`config.mk`:
```
export PLATFORM = sky130hd
export DESIGN_NAME = riscv_fetch_queue
export DESIGN_NICKNAME = d
export VERILOG_FILES = /design/src/rtl/riscv_fetch_queue.sv
export SDC_FILE = /design/constraint.sdc
export NUM_CORES = 1
export LEC_CHECK = 0
export BUFFER_PORTS_ARGS = -buffer_cell sky130_fd_sc_hd__clkbuf_2
export CAP_MARGIN = 5
export CORE_ASPECT_RATIO = 1.1
export CORE_MARGIN = 3
export CORE_UTILIZATION = 55
export CTS_BUF_LIST = sky130_fd_sc_hd__clkbuf_4 sky130_fd_sc_hd__clkbuf_8
export DETAILED_ROUTE_END_ITERATION = 8
export PLACE_DENSITY = 0.86
export REMOVE_ABC_BUFFERS = 1
export SETUP_SLACK_MARGIN = 0.05
export SLEW_MARGIN = 5
export SYNTH_ARGS = -nofsm -noshare
export SYNTH_HDL_FRONTEND = slang
export SYNTH_SLANG_ARGS = --single-unit
```
`constraint.sdc`:
```
create_clock -name clk -period 8.7 [get_ports clk]
set_input_delay 0.435 -clock clk [delete_from_list [all_inputs] [get_ports clk]]
set_output_delay 0.435 -clock clk [all_outputs]
set_load 0.05 [all_outputs]
```
`src/rtl/riscv_fetch_queue.sv`:
```
// Instruction-fetch front end: credit-limited valid/ready request port to
// instruction memory, a DEPTH-entry show-ahead queue of {instr, pc} pairs
// feeding decode, and redirect handling that flushes the queue and discards
// responses still in flight.
module riscv_fetch_queue #(
    parameter int               XLEN     = 32,
    parameter int               DEPTH    = 4,
    parameter logic [XLEN-1:0]  RESET_PC = '0
) (
    input  logic                       clk,
    input  logic                       reset,
    output logic                       imem_req_valid,
    input  logic                       imem_req_ready,
    output logic [XLEN-1:0]            imem_req_addr,
    input  logic                       imem_rsp_valid,
    input  logic [XLEN-1:0]            imem_rsp_data,
    output logic                       instr_valid,
    input  logic                       instr_ready,
    output logic [XLEN-1:0]            instr,
    output logic [XLEN-1:0]            instr_pc,
    input  logic                       redirect_valid,
    input  logic [XLEN-1:0]            redirect_pc,
    output logic [$clog2(DEPTH):0]     fq_count
);

    localparam int CW = $clog2(DEPTH) + 1;
    localparam int PW = $clog2(DEPTH);

    logic [XLEN-1:0] pc_q;
    logic [XLEN-1:0] rsp_pc;
    logic [CW-1:0]   count;
    logic [CW-1:0]   inflight;
    logic [CW-1:0]   drop;
    logic [PW-1:0]   head;
    logic [PW-1:0]   tail;

    logic [XLEN-1:0] q_data [DEPTH];
    logic [XLEN-1:0] q_pc   [DEPTH];

    logic            credit_ok;
    logic            req_fire;
    logic            rsp_drop;
    logic            rsp_keep;
    logic            deq;
    logic [XLEN-1:0] redirect_tgt;
    logic [CW:0]     occupied;

    // Every accepted request owns a queue slot until its response is consumed
    // or dropped, so a write can never find the queue full.
    assign occupied  = {1'b0, count} + {1'b0, inflight};
    assign credit_ok = occupied < (CW+1)'(DEPTH);

    // Held low during reset so the request port reads idle while reset is high.
    assign imem_req_valid = !reset && !redirect_valid && credit_ok;
    assign imem_req_addr  = pc_q;
    assign req_fire       = imem_req_valid && imem_req_ready;

    assign rsp_drop = imem_rsp_valid && (drop != '0);
    assign rsp_keep = imem_rsp_valid && (drop == '0) && !redirect_valid;
    assign deq      = (count != '0) && instr_ready && !redirect_valid;

    assign redirect_tgt = redirect_pc & ~XLEN'(3);

    assign instr_valid = (count != '0);
    assign instr       = q_data[head];
    assign instr_pc    = q_pc[head];
    assign fq_count    = count;

    // Fetch PC, response PC, queue pointers and credit counters.
    always_ff @(posedge clk or posedge reset) begin
        if (reset) begin
            pc_q     <= RESET_PC;
            rsp_pc   <= RESET_PC;
            count    <= '0;
            inflight <= '0;
            drop     <= '0;
            head     <= '0;
            tail     <= '0;
        end else if (redirect_valid) begin
            // Anything still outstanding after this cycle is stale.
            pc_q     <= redirect_tgt;
            rsp_pc   <= redirect_tgt;
            count    <= '0;
            head     <= '0;
            tail     <= '0;
            inflight <= inflight - CW'(imem_rsp_valid);
            drop     <= inflight - CW'(imem_rsp_valid);
        end else begin
            if (req_fire) begin
                pc_q <= pc_q + XLEN'(4);
            end
            inflight <= inflight + CW'(req_fire) - CW'(imem_rsp_valid);
            drop     <= drop - CW'(rsp_drop);
            if (rsp_keep) begin
                tail   <= tail + PW'(1);
                rsp_pc <= rsp_pc + XLEN'(4);
            end
            if (deq) begin
                head <= head + PW'(1);
            end
            count <= count + CW'(rsp_keep) - CW'(deq);
        end
    end

    // Queue storage; cleared on reset so the head outputs read zero.
    always_ff @(posedge clk or posedge reset) begin
        if (reset) begin
            for (int i = 0; i < DEPTH; i++) begin
                q_data[i] <= '0;
                q_pc[i]   <= '0;
            end
        end else if (rsp_keep) begin
            q_data[tail] <= imem_rsp_data;
            q_pc[tail]   <= rsp_pc;
        end
    end

endmodule

```
==> qor.yml <==
setup_path:
  crit_type: "reg -> out"
  arrival_ns: 2.93
  worstPathRequired_ns: 8.27
  critPathMaxFanout: 45
  cp-start-kind: "flip-flop"
  crit_path_end_kind: "output pin"
layout:
  layout-drive-gt1-share: 0.462
  nets: 1328
  fillers: 1895
  postLayoutCoreUtil: 0.647
  multi_input_area_sq_um: 6500
  syn2layout_area_growth_pct: 14.6
  final_cell_area_sq_um: 17100
  ff_latch_area_sq_um: 8040
logic_synthesis:
  synth_top_cell_by_area: "dfrtp_1"
  ys_types: 49
  synth_most_common_cell: "dfrtp_1"
  ys_seq_area_frac: 0.538
  netlist_top_cells_area: "dfrtp_1, mux2_2, mux4_2"
  synth-seq-cells: 321
  synth_edf_count: 0
  synth_cells: 1089
  synth.top_cell.area_share: 0.538
  yosys-top-cells-count: "dfrtp_1, mux2_2, nand2_1, mux4_2, o21ai_0"
  async_flop_share: 1.00
  synth-main-ff-cell: "dfrtp_1"
  yosys_warnings: 0
  synth_area_per_cell_sq_um: 13.7
  syn_area_sq_um: 14900
clocking:
  clk_path_buf_depth: 3
  cts_setup_buffers: 0
  cts_made_buffers: 53
  cts_tree: "built"
  cts_sinks: 321
  clock-root-buffer: "clkbuf_8"
  h-tree-depth: 2
  clk_pin_slew_worst_paths_ns: 0.06
  cts_hold_buf: 0
  cts.repair.resized: 0
  clk_latency_ns: 0.57
timing:
  hold_viol: 0
  drv_slew: 0
  max_freq_mhz: 297
  setup_viol: 0
  rsz0062_at_grt: "false"
  skew_ns: 0.0255
  max-slew-margin-rel: 0.210
  worstMarginPinSlew_ns: 1.18
  period_minus_slack_ns: 3.37
  fin_crit_sh: 0.387
global_routing:
  overflow: 0
  grt_usage: 0.231
  grt_pass1_wl_um: 52900
  grt_antenna_before_repair: 2
  grt_start_max_net_pins: 176
  grt_pass1_vias: 9978
die:
  dieHeight_um: 179
  start_util: 0.564
  core_sq_um: 26500
  io_pins: 171
  die_w_um: 163
  dieArea_sq_um: 29200
  rows: 62
route:
  wirelength_um: 33400
  drt.antenna.violating_nets: 0
  via_per_inst: 5.88
  wl_per_cell_um: 20.4
  via_count: 9615
  drtPass1Iterations: 5
  drt_iter0_drc: 755
  drcViolationCount: 0
power_and_ir_drop:
  clock_power_share: 0.264
  p_leak_nw: 8.15
  swShare: 0.385
  p_int_w: 0.00327
  power_density_nw_per_um2: 311
  power_frac_seq: 0.378
  p_sw_w: 0.00205
  ir_drop_mv: 0.217
  p_comb_frac: 0.359
placement:
  placedInstanceArea_sq_um: 15900
  gp_congestion: 0.835
  dpl.hpwl_um: 20700
  portBuffers: 164
min_path:
  hold_class: "in -> reg"
flow_run:
  maxCapViolCount: 0
run_status:
  status: "finished, final reports clean"
## sequential cells by signal (all words and copies together) (netlist names)
register / flops
imem_req_addr: 30
q_pc: 120
rsp_pc: 30
tail: 2
inflight: 3
head: 2
drop: 3
fq_count: 3
q_data: 128
## final cells by class
type                       instances  share of cell area
timing repair buffer             171              0.0518
tap                              352              0.0257
sequential                       321               0.470
clock inverter                     9             0.00446
inverter                          19             0.00461
antenna                            2            0.000293
multi-input combinational        674               0.380
clock buffer                      88              0.0635
## cell families (layout without fill, tap and decap cells)
| group | Yosys count | count (layout) | synth area share |
|---|---|---|---|
| AOI/OAI and AO/OA | 96 | 96 | 0.0402 |
| xor gates and xnor gates | 38 | 38 | 0.0223 |
| adders and majority gates | 18 | 18 | 0.0161 |
| buffers and inverters | 97 | 287 | 0.0297 |
| DFF | 321 | 321 | 0.538 |
| muxes | 312 | 312 | 0.282 |
| other | 1 | 6 | 0.000251 |
| and+or+nand+nor | 206 | 206 | 0.0716 |
## path summary, 6_finish.rpt
| kind | start | to | slack, ns | depth (start not counted) |
|---|---|---|---|---|
| hold / removal | redirect_pc[14] | rsp_pc[14] | 0.10 | 3 |
| min in group asynchronous | reset | fq_count[2] | 0.11 | 2 |
| max in group asynchronous | reset | q_data[88] | 7.10 | 3 |
| setup / recovery | head[0] | instr_pc[31] | 5.33 | 3 |
| setup reg to reg | drop[0] | fq_count[2] | 5.49 | 10 |
| hold reg to reg | q_pc[79] | q_pc[79] | 0.48 | 2 |
## critical path: stages, from the launching register on
cell,delay (ns)
dfrtp_4,0.67
buf_4,0.75
mux4_2,0.63
clkbuf_2,0.26
## per-layer routing
metal  GRT usage  vias to the layer above  wire [um]
met5           0                        -          0
met4      0.0712                        0        680
met3      0.0464                       47       2380
met2       0.382                      345      16500
met1       0.312                     4901      13900
li1            -                     4322          -
## power by group through the flow
stage / clock network (W) / logic, W / registers (W)
2_1_floorplan: 0 / 0.00143 / 0.00208
3_3_place_gp: 0 / 0.00189 / 0.00201
3_5_place_dp: 0 / 0.00193 / 0.00203
4_1_cts: 0.00143 / 0.00193 / 0.00201
5_1_grt: 0.00151 / 0.00202 / 0.00205
6_report: 0.00141 / 0.00191 / 0.00201
## metrics by stage
step	instances	setup TNS (ns)	hold WS (ns)	total power (W)	setup WS [ns]
2_1_floorplan	1014	-198.90	0.445	0.00351	-0.620
3_3_place_gp	1537	0	0.456	0.00390	5.42
3_5_place_dp	1537	0	0.469	0.00396	5.39
4_1_cts	1634	0	0.0733	0.00538	5.26
5_1_grt	1636	0	0.0950	0.00558	5.17
6_report	1636	0	0.102	0.00533	5.33
## placed cells by master, fill, tap and decap left out, types with 3 or more instances in the layout
master      n
a21oi_1     7
a31oi_1     6
a41oi_1     5
and2_1      6
and3_1      3
and4_1      6
buf_4       6
clkbuf_2  164
clkbuf_4   20
clkbuf_8   68
clkinv_2    6
conb_1      4
dfrtp_1   319
ha_1       16
inv_1      17
mux2_2    247
mux2i_1     3
mux4_2     62
nand2_1    70
nand2_4     4
nand3_1    27
nand4_1    17
nor2_1     29
nor3_1     12
nor4_1      9
o211ai_1   12
o21ai_0    48
o311ai_0   11
o31a_1      3
or3_1       4
or4_1       5
xnor2_1    26
xor2_1     12
No activity file was read; power rests on OpenSTA's default activity.
